**src/rtl/mips_pkg.sv**
```systemverilog
// Shared MIPS encodings: R-type shift funct codes and the barrel shifter aluc codes.
// No logic, constants only.
// Used by the shift execute unit and the barrel shifter.
package mips_pkg;

  localparam logic [5:0] FUNCT_SLL  = 6'b000000;
  localparam logic [5:0] FUNCT_SRL  = 6'b000010;
  localparam logic [5:0] FUNCT_SRA  = 6'b000011;
  localparam logic [5:0] FUNCT_SLLV = 6'b000100;
  localparam logic [5:0] FUNCT_SRLV = 6'b000110;
  localparam logic [5:0] FUNCT_SRAV = 6'b000111;

  localparam logic [1:0] ALUC_SLA = 2'b00;
  localparam logic [1:0] ALUC_SRL = 2'b01;
  localparam logic [1:0] ALUC_SLL = 2'b10;
  localparam logic [1:0] ALUC_SRA = 2'b11;

endpackage

```
**src/rtl/barrelshifter32.sv**
```systemverilog
// 32-bit barrel shifter: left (sla/sll), logical right (srl), arithmetic right (sra).
// Latency: purely combinational.
// Backpressure: none, no state.
module barrelshifter32
  import mips_pkg::*;
(
  input  logic [31:0] a,
  input  logic [4:0]  b,
  input  logic [1:0]  aluc,
  output logic [31:0] c
);

  logic        right;
  logic        fill;
  logic [5:0][31:0] stg;

  // Both left encodings (sla, sll) shift the same way; only sra fills with the sign.
  assign right  = (aluc == ALUC_SRL) || (aluc == ALUC_SRA);
  assign fill   = (aluc == ALUC_SRA) & a[31];
  assign stg[0] = a;

  // Five log-stages: stage k shifts by 2**k when b[k] is set.
  for (genvar k = 0; k < 5; k++) begin : g_stage
    localparam int SH = 1 << k;
    assign stg[k+1] = !b[k] ? stg[k] :
                      right ? {{SH{fill}}, stg[k][31:SH]} :
                              {stg[k][31-SH:0], {SH{1'b0}}};
  end

  assign c = stg[5];

endmodule

```
**src/rtl/shift_exec_unit.sv**
```systemverilog
// Execute-stage wrapper for MIPS R-type shifts: decode, S1 operand register, barrel shift, S2 result register.
// Latency: 2 cycles from input handshake to out_valid; 1 op/cycle sustained.
// Backpressure: valid/ready elastic; a stage loads when it is empty or the stage after it drains.
module shift_exec_unit
  import mips_pkg::*;
#(
  parameter int CNT_W = 16
) (
  input  logic             clk,
  input  logic             rst,
  input  logic             flush,
  input  logic             in_valid,
  output logic             in_ready,
  input  logic [5:0]       in_funct,
  input  logic [4:0]       in_shamt,
  input  logic [31:0]      in_rs,
  input  logic [31:0]      in_rt,
  input  logic [4:0]       in_rd,
  output logic             out_valid,
  input  logic             out_ready,
  output logic [31:0]      out_result,
  output logic [4:0]       out_rd,
  output logic             out_err,
  output logic [CNT_W-1:0] op_count
);

  logic [4:0]  dec_b;
  logic [1:0]  dec_aluc;
  logic        dec_err;

  logic        s1_valid, s1_err;
  logic [31:0] s1_a;
  logic [4:0]  s1_b, s1_rd;
  logic [1:0]  s1_aluc;

  logic        s2_valid, s2_err;
  logic [31:0] s2_result;
  logic [4:0]  s2_rd;

  logic        s1_ready, s2_ready;
  logic [31:0] shift_out;
  logic        unused_rs_hi;

  // Only rs[4:0] is a legal shift amount; the upper bits are deliberately dropped.
  assign unused_rs_hi = ^in_rs[31:5];

  // Decode funct into shift amount source and aluc; unknown functs become zero-result error ops.
  always_comb begin
    dec_b    = 5'd0;
    dec_aluc = ALUC_SLL;
    dec_err  = 1'b0;
    case (in_funct)
      FUNCT_SLL:  begin dec_b = in_shamt;   dec_aluc = ALUC_SLL; end
      FUNCT_SRL:  begin dec_b = in_shamt;   dec_aluc = ALUC_SRL; end
      FUNCT_SRA:  begin dec_b = in_shamt;   dec_aluc = ALUC_SRA; end
      FUNCT_SLLV: begin dec_b = in_rs[4:0]; dec_aluc = ALUC_SLL; end
      FUNCT_SRLV: begin dec_b = in_rs[4:0]; dec_aluc = ALUC_SRL; end
      FUNCT_SRAV: begin dec_b = in_rs[4:0]; dec_aluc = ALUC_SRA; end
      default:    dec_err = 1'b1;
    endcase
  end

  assign s2_ready = !s2_valid || out_ready;
  assign s1_ready = !s1_valid || s2_ready;
  assign in_ready = s1_ready;

  // S1: capture decoded operands; flush drops any op, including one accepted this cycle.
  always_ff @(posedge clk) begin
    if (rst) begin
      s1_valid <= 1'b0;
      s1_a     <= '0;
      s1_b     <= '0;
      s1_aluc  <= ALUC_SLL;
      s1_rd    <= '0;
      s1_err   <= 1'b0;
    end else begin
      if (flush)         s1_valid <= 1'b0;
      else if (s1_ready) s1_valid <= in_valid;
      if (in_valid && s1_ready) begin
        s1_a    <= in_rt;
        s1_b    <= dec_b;
        s1_aluc <= dec_aluc;
        s1_rd   <= in_rd;
        s1_err  <= dec_err;
      end
    end
  end

  barrelshifter32 u_shifter (
    .a    (s1_a),
    .b    (s1_b),
    .aluc (s1_aluc),
    .c    (shift_out)
  );

  // S2: register shifter output toward write-back; held stable while downstream stalls.
  always_ff @(posedge clk) begin
    if (rst) begin
      s2_valid  <= 1'b0;
      s2_result <= '0;
      s2_rd     <= '0;
      s2_err    <= 1'b0;
    end else begin
      if (flush)         s2_valid <= 1'b0;
      else if (s2_ready) s2_valid <= s1_valid;
      if (s1_valid && s2_ready) begin
        s2_result <= s1_err ? 32'd0 : shift_out;
        s2_rd     <= s1_rd;
        s2_err    <= s1_err;
      end
    end
  end

  assign out_valid  = s2_valid;
  assign out_result = s2_result;
  assign out_rd     = s2_rd;
  assign out_err    = s2_err;

  // Saturating retire counter; a retire coinciding with flush is treated as killed.
  always_ff @(posedge clk) begin
    if (rst) begin
      op_count <= '0;
    end else if (s2_valid && out_ready && !flush && (op_count != {CNT_W{1'b1}})) begin
      op_count <= op_count + {{(CNT_W-1){1'b0}}, 1'b1};
    end
  end

endmodule

```
**config.mk**
```make
export PLATFORM = sky130hd
export DESIGN_NAME = shift_exec_unit
export DESIGN_NICKNAME = d
export VERILOG_FILES = /design/src/rtl/mips_pkg.sv /design/src/rtl/barrelshifter32.sv /design/src/rtl/shift_exec_unit.sv
export SDC_FILE = /design/constraint.sdc
export NUM_CORES = 1
export LEC_CHECK = 0
export CELL_PAD_IN_SITES_DETAIL_PLACEMENT = 2
export CELL_PAD_IN_SITES_GLOBAL_PLACEMENT = 2
export CORE_ASPECT_RATIO = 1.2
export CORE_MARGIN = 2
export CORE_UTILIZATION = 33
export DETAILED_ROUTE_END_ITERATION = 10
export PLACE_DENSITY_LB_ADDON = 0.15
export SLEW_MARGIN = 20
export SYNTH_ARGS = -nofsm -noshare
export SYNTH_HDL_FRONTEND = slang
export SYNTH_HIERARCHICAL = 1
export SYNTH_SLANG_ARGS = --single-unit
```
**constraint.sdc**
```tcl
create_clock -name clk -period 6.6 [get_ports clk]
set_input_delay 0.66 -clock clk [delete_from_list [all_inputs] [get_ports clk]]
set_output_delay 0.66 -clock clk [all_outputs]
set_load 0.005 [all_outputs]
```
* Yosys cells after proc, flatten, opt, wreduce, memory -nomap -nowiden
Index checks and enable logic that the tools add are counted.
W data, S select, Z words.
** Storage, ports and cells
- Bits in registers :: 101
- Output and inout bits :: 56
** Cells by class
- Add/subtract/negate cells :: 1
- Equality and inequality tests :: 8
- Muxes and demuxes :: 14
- Bitwise logic cells :: 1
- Reductions and logical operators :: 18
** Operators by type and width (number)
- $mux W32 :: 11
- $eq A6 B3 Y1 const B :: 3
- $add A16 B1 Y16 const B :: 1
- $ne A16 B16 Y1 const B :: 1
- $eq A6 B2 Y1 const B :: 2
- $pmux W5 S2 :: 1
- $logic_not A6 Y1 :: 1
- $reduce_or A2 Y1 :: 3
- $reduce_or A3 Y1 :: 2
- $reduce_or A6 Y1 :: 1
- $logic_and A1 B1 Y1 :: 5
- $pmux W2 S2 :: 1
- $logic_not A1 Y1 :: 3
- $logic_or A1 B1 Y1 :: 3
- $eq A2 B1 Y1 const B :: 1
- $eq A2 B2 Y1 const B :: 1
- $and A1 B1 Y1 :: 1
- $mux W1 :: 1

* Depth between registers and ports, before layout
Gate-level depths: netlist (run 1).
- Depth in word-level cells :: 13
- Depth in mapped cells :: 11

* Hierarchy
The synthesis (run 1) kept the hierarchy.
** Modules (own cells, without submodules)
- barrelshifter32 :: instances 1, cells each 659, area each 4381.7 µm²
- shift_exec_unit :: instances 1, cells each 480, area each 4052.6 µm²

* Worst setup path before layout (run 1)
OpenSTA, ideal clock, no wires.
- Kind :: flip-flop to flip-flop
- Start :: reg s1_b[0]
- End :: reg s2_result[4], in the netlist out_result[4]
- Library setup time :: 0.132 ns
- Arrival time :: 1.934 ns
- Data required time :: 6.468 ns
- Slack :: 4.534 ns
- Stages on the path, launching flop included :: 11
- Buffers on the path :: 2
- Cell sequence :: dfxtp_1 > buf_6 > buf_8 > mux2_1 > a21oi_1 > nand3_1 > o31ai_2 > a211oi_2 > a221o_1 > nand3b_1 > a21oi_1
** On the way
- Word-level cells in the longest chain between the ends :: 10
** Ends and longest elaborated chain
- start, declared :: line shift_exec_unit.sv:33 : logic [4:0] s1_b, s1_rd;
- start signal, assigned :: line shift_exec_unit.sv:72 : s1_b <= '0;
- start signal, assigned :: line shift_exec_unit.sv:81 : s1_b <= dec_b;
- $mux W32 * :: line barrelshifter32.sv:25 : assign stg[k+1] = !b[k] ? stg[k] :
- $mux W32 :: line barrelshifter32.sv:26 : right ? {{SH{fill}}, stg[k][31:SH]} :
- $mux W32 * :: line barrelshifter32.sv:25
- $mux W32 :: line barrelshifter32.sv:26
- $mux W32 * :: line barrelshifter32.sv:25
- $mux W32 :: line barrelshifter32.sv:26
- $mux W32 * :: line barrelshifter32.sv:25
- $mux W32 :: line barrelshifter32.sv:26
- $mux W32 * :: line barrelshifter32.sv:25
- via shift_out[4] :: line shift_exec_unit.sv:41 : logic [31:0] shift_out;
- $mux W32 * :: line shift_exec_unit.sv:107 : s2_result <= s1_err ? 32'd0 : shift_out;
- end signal, assigned :: line shift_exec_unit.sv:107
- end, declared :: line shift_exec_unit.sv:37 : logic [31:0] s2_result;
Mark *: on every way through the listed nets, which the timed path passes. The rest lies on a longest branch.
A chain may end at the register's enable or synchronous reset.

* Worst setup path in the final report (run 1)
- Start :: reg s1_aluc[0]
- End :: reg s2_result[27], in the netlist out_result[27]
** On the way
- Word-level cells in the longest chain between the ends :: 13
** Ends and longest elaborated chain
- start, declared :: line shift_exec_unit.sv:34 : logic [1:0] s1_aluc;
- start signal, assigned :: line shift_exec_unit.sv:82 : s1_aluc <= dec_aluc;
- $eq A2 B1 Y1 or $eq A2 B2 Y1 (tied branches) :: line barrelshifter32.sv:18, barrelshifter32.sv:19
- $logic_or A1 B1 Y1 :: line barrelshifter32.sv:18 : assign right = (aluc == ALUC_SRL) || (aluc == ALUC_SRA);
- $mux W32 :: line barrelshifter32.sv:26
- $mux W32 :: line barrelshifter32.sv:25
- $mux W32 :: line barrelshifter32.sv:26
- $mux W32 :: line barrelshifter32.sv:25
- $mux W32 :: line barrelshifter32.sv:26
- $mux W32 :: line barrelshifter32.sv:25
- $mux W32 :: line barrelshifter32.sv:26
- $mux W32 :: line barrelshifter32.sv:25
- $mux W32 :: line barrelshifter32.sv:26
- $mux W32 * :: line barrelshifter32.sv:25
- via shift_out[27] :: line shift_exec_unit.sv:41
- $mux W32 * :: line shift_exec_unit.sv:107
Marks and branches as above.

==> metrics.csv, run 1 <==
metric,value,unit
io_pins,141,
post_cts_buffers,0,
grt_pass1_wl,57.4,mm
post-dp-hpwl,27.6,mm
worstReg2RegEnd,out_result[27],
path_clk_slew,0.09,ns
irDropWorstVdd,0.105,mV
clock_latency,0.39,ns
tightest_slew,0.904,ns
p_total,1.54,mW
crit_fanout,50,
ys_warn_count,6,
fin_crit_sh,57.2,%
slew_viol_final,0,
max-clock-path-buffers,2,
port_buffers,113,
finalClockSkew,0.0284,ns
fmax,265,MHz
power_density,155,nW/µm²
syn2layout_area_growth,17.6,%
ys_seq_area_share,24.0,%
drt_drc_violations_left,0,
core_area,25300,µm²
synthesis.area,8430,µm²
diodes,0,
cts_tree,done,
worstPathRequired,6.87,ns
cts_resized,0,
reg2reg_from,s1_aluc[0],
gp_congestion,0.971,
synth_ff_type,dfxtp_1,
synth_edf_count,0,
synth_cell_type_count,88,
core.rowCount,64,
clockRootBuffer,clkbuf_16,
synthCells,1139,
postSynthAreaPerCell,7.41,µm²
arrival,4.04,ns
p_leak,3.12,nW
die-area,26900,µm²
grt_max_degree,105,
drt_iter0_drc,604,
worstSetupStartpoint,s1_aluc[0],
wl_per_cell,24.9,µm
dp_slack,3.01,ns
fin_nets,1268,
cts_max_level,3,
fp.dieW,150,µm
die_h,179,µm
synth_fp_nets,1225,
ys_ff_latch,101,
grt_usage,28.0,%
post-route-min-period,3.77,ns
status,"finished, final reports clean",
end_kind,flop,
firstDrtPassIters,5,
setup_ws,2.83,ns
min_path_type,reg -> reg,
reg2reg_depth,9,
overflow,0,
async_reset_ff_share,0,%
hold_violations,0,
startpoint_type,flop,
grt_pass1_vias,9293,
vias,9229,
endpoint,out_result[27],
maxCapViolations,0,
postRouteAntennaNets,0,
cts_hold_buf,0,
rsz0062_at_grt,no,
numCtsBuffers,9,
drive_gt1_share,8.00,%
via_per_inst,6.08,
antenna_found_initial,0,
crit_type,reg -> reg,
hold_ws,0.457,ns
r2r_setup_slack,2.83,ns
slew-limit-headroom,39.7,%
setup_viol,0,
cts.sinks,101,
start_util,33.3,%
drt-total-wl,37.7,mm
min_from,out_result[13],
fin_setup_tns,0,ns
## cell usage in the layout (no fill, tap or decap), types with 6 or more instances in the layout
| cell | n |
|---|---|
| nand2_1 | 197 |
| a21oi_1 | 126 |
| clkdlybuf4s50_1 | 112 |
| nor2_1 | 106 |
| dfxtp_1 | 97 |
| mux2i_1 | 75 |
| o21ai_0 | 41 |
| nand3b_1 | 34 |
| a211oi_1 | 32 |
| o22ai_1 | 25 |
| nor3_1 | 22 |
| nand3_1 | 17 |
| buf_4 | 16 |
| nor2b_1 | 12 |
| nand2b_1 | 12 |
| o21ai_1 | 12 |
| o211ai_1 | 12 |
| inv_1 | 11 |
| a31oi_1 | 11 |
| mux2_1 | 10 |
| a211oi_2 | 10 |
| o221ai_1 | 10 |
| and2_1 | 9 |
| o2bb2ai_1 | 9 |
| clkbuf_16 | 9 |
| mux2_2 | 8 |
| mux4_2 | 7 |
| a21o_1 | 7 |
| a211o_1 | 6 |
| a311oi_1 | 6 |
## layer usage
layer	global-route usage (%)	share of wire [%]	vias to the layer above
li1	-	-	4265
met1	37.2	44	4577
met2	45.2	47	308
met5	0	0	-
met4	12.3	4.2	0
met3	3.82	4.9	79
## Yosys cell counts (6+ instances only)
cell,instances,share of area (%)
o22ai_1,25,1.9
inv_1,11,0.49
buf_1,14,0.62
dfxtp_1,101,24
a211oi_1,32,2.8
nand3_1,17,1.0
and2_1,9,0.67
a31oi_1,11,0.82
a211oi_2,10,1.5
nand2b_1,12,0.89
o211ai_1,12,1.1
mux4_2,7,1.9
nand2_1,197,8.8
o2bb2ai_1,9,0.93
buf_2,23,1.4
mux2i_1,75,8.9
mux2_1,10,1.3
a21o_1,7,0.62
clkbuf_1,39,1.7
mux2_2,8,1.1
buf_6,10,1.3
nor2b_1,13,0.96
a21oi_1,126,7.5
buf_4,9,0.80
a311oi_1,6,0.62
nor3_1,22,1.3
o21ai_1,12,0.71
nand3b_1,34,3.0
a211o_1,6,0.62
o221ai_1,10,1.0
o21ai_0,41,2.4
nor2_1,106,4.7
## registers in the layout, summed over array words and instances, names as in the netlist
| signal | flops |
|---|---|
| out_valid | 1 |
| op_count | 16 |
| s1_b | 5 |
| s1_a | 32 |
| s1_valid | 1 |
| s1_aluc | 2 |
| out_result | 32 |
| s1_rd | 5 |
| s1_err | 1 |
| out_err | 1 |
| out_rd | 5 |
## final cells by class
cell class	count	area, µm²
clock buffers	9	225
clock inverters	7	86.3
fillers	2997	15400
inverters	13	48.8
multi-input cells	928	5840
flip-flops and latches	101	2030
well taps	330	413
repair buffers	129	1270
## per-stage QoR
stage	instance area [µm²]	util, %	instances
3_3_place_gp	9580	37.8	1500
6_report	9920	39.2	1517
4_1_cts	9890	39.1	1516
3_5_place_dp	9580	37.8	1500
2_1_floorplan	8430	-	1139
5_1_grt	9920	39.2	1517
## critical path, cell delays in order, from the launching register on
cell and delay (ns):
dfxtp_4 0.68, buf_4 0.63, mux2i_1 0.26, a21oi_1 0.10, a21oi_2 0.60, o22ai_1 0.29, a311oi_1 0.68, nor2_1 0.15
nand3b_1 0.12, a21oi_1 0.07
## report_power, final
part,total [mW],switching (mW),internal (mW)
clock,0.580,0.307,0.273
combinational,0.297,0.174,0.123
sequential,0.663,0.0376,0.626
total,1.54,0.519,1.02
## cells by family after synthesis
| group | Yosys count | share of synthesized area (%) |
|---|---|---|
| adder cells (fa/ha/maj) | 1 | 0.148 |
| flip-flops | 101 | 24.0 |
| multiplexers | 105 | 14.2 |
| AO/OA/AOI/OAI | 371 | 29.5 |
| buffers and inverters | 110 | 6.79 |
| AND/OR/NAND/NOR | 451 | 25.4 |
## worst min path at each step
| stage | to | depth (start not counted) |
|---|---|---|
| finish | out_result[13] | 2 |
| global route | out_result[13] | 2 |
| CTS | out_result[13] | 2 |
| detailed placement | out_result[13] | 2 |
| global placement | out_result[16] | 2 |
| floorplan | s1_b[1] | 1 |
Power figures use the tool's default switching activity.
==> run 2: changes to the inputs <==
CORE_UTILIZATION = 28   (was 33)
clock period = 3.05 ns   (was 6.6 ns; I/O delays follow)
==> run 2 against run 1 <==
  * Cell area up 7.8%
  * Combinational power is 140% higher
  * Global-route usage down 2.2 points
  * Hold slack worse by 0.15 ns
  * Critical path depth is 1 lower
  * Via count is 3.3% higher
  * Non-clock buffer count grew 87
  * Sequential cell count unchanged
  * Fmax grew 32%
  * Register-to-register slack got worse by 2.6 ns
  * First-iteration DRC count down 26%
  * Clock power increased by 120%
==> metrics.csv, run 2 (synthesis results as in run 1) <==
metric,value,unit
path_clk_slew,0.09,ns
p_leak,3.55,nW
postRouteAntennaNets,0,
cp_common_cell,mux2i_1,
wl_per_cell,24.5,µm
die_h,194,µm
grt_pass1_wl,62.4,mm
setup_viol,0,
sequentialPowerShare,41.7,%
slew-limit-headroom,39.1,%
cts_hold_buf,0,
syn2layout_area_growth,26.8,%
drive_gt1_share,14.3,%
max-clock-path-buffers,2,
internal-power,2.27,mW
fmax,350,MHz
vias,9535,
fin_crit_sh,93.5,%
grt_pass1_vias,10000,
irDropWorstVdd,0.353,mV
switching_share,33.9,%
slowest_delay,0.54,ns
via_per_inst,5.73,
core.rowCount,69,
post-route-min-period,2.85,ns
n_fill_cell,3458,
pwr-share-clk,37.4,%
grt_max_degree,43,
numCtsBuffers,9,
clock_latency,0.38,ns
design_area,10700,µm²
gp_congestion,0.956,
io_pins,141,
power_frac_comb,21.0,%
end_kind,flop,
hold_violations,0,
slew_viol_final,0,
dpl_cell_area,10400,µm²
cts_resized,0,
fp.dieW,162,µm
drt-total-wl,40.7,mm
die-area,31500,µm²
worstPathCellList,buf_12 > mux2_2 > mux2i_1 > mux2i_1 > a311oi_1 > nand3_1 > nand3b_1 > a21oi_1,
status,"finished, final reports clean",
clockRootBuffer,clkbuf_16,
final_cell_mix,"nand2_1 (197), a21oi_1 (126), clkdlybuf4s50_1 (112)",
arrival,3.10,ns
post-dp-hpwl,31.9,mm
start_util,28.5,%
firstDrtPassIters,5,
crit_type,reg -> reg,
diodes,0,
crit_fanout,19,
maxCapViolations,0,
ff_latch_area,2030,µm²
startpoint_type,flop,
cts_max_level,3,
port_buffers,113,
multiInputGateArea,5840,µm²
cts.sinks,101,
min_path_type,in -> reg,
layout_commonest_cell,nand2_1,
post_cts_buffers,0,
drt_iter0_drc,446,
finalClockSkew,0.0164,ns
power_density,321,nW/µm²
drt_drc_violations_left,0,
core_area,29600,µm²
rsz0062_at_grt,no,
antenna_found_initial,0,
hold_ws,0.304,ns
p_switching,1.16,mW
grt_usage,25.8,%
fin_nets,1355,
tightest_slew,0.913,ns
crit_slowest_cell,dfxtp_4,
overflow,0,
worstPathRequired,3.30,ns
cts_tree,done,
fin_setup_tns,0,ns
[run 2: changes by cell type in the layout (fill, tap and decap cells not counted), sizes merged]
cell	change
buf	+87
clkinv	+1
inv	-1
[run 2: final timing paths]
path | from | end | slack, ns | depth (start not counted)
max reg2reg | s1_aluc[0] | out_result[15] | 0.20 | 8
min | rst | s1_aluc[0] | 0.30 | 2
min reg2reg | out_result[11] | out_result[11] | 0.46 | 2
max | s1_aluc[0] | out_result[15] | 0.20 | 8
[run 2: critical path: cells and delay by family (launching register included)]
kind                   cells  cell delay, ns
AND/OR/NAND/NOR            2            0.28
AO/OA/AOI/OAI              2            0.49
flip-flops                 1            0.54
buffers and inverters      1            0.21
multiplexers               3            1.18
[run 2: cell type report]
cell class                      instances  share of cell area [%]
Clock buffer                            9                    2.11
Clock inverter                          7                   0.854
Inverter                               13                   0.456
Multi-Input combinational cell        928                    54.6
Sequential cell                       101                    19.0
Tap cell                              390                    4.56
Timing Repair Buffer                  216                    18.4
[run 2: layer usage]
metal  routed length, µm  vias to the layer above  GRT usage [%]
met5                   0                        -              0
met4                1980                        0           12.2
met3                1490                       77           2.82
met2               19400                      259           43.5
met1               17900                     4758           32.8
li1                    -                     4441              -
[run 2: metrics by stage]
step                      power [mW]  util (%)  cells  worst slack (ns)
final                           3.43      36.1   1664             0.197
after global routing            3.59      36.1   1664            0.0467
after CTS                       3.47      36.1   1664             0.291
after detailed placement        2.17      35.0   1648             0.306
after global placement          2.16      35.0   1648             0.337
after floorplan                 1.82         -   1139             0.984
[run 2: power by group through the flow]
stage                     logic, mW  clock network (mW)  registers (mW)
after detailed placement      0.712                   0            1.46
after global routing          0.773                1.37            1.44
after global placement        0.701                   0            1.46
after CTS                     0.716                1.33            1.43
after floorplan               0.390                   0            1.43
final                         0.719                1.28            1.43
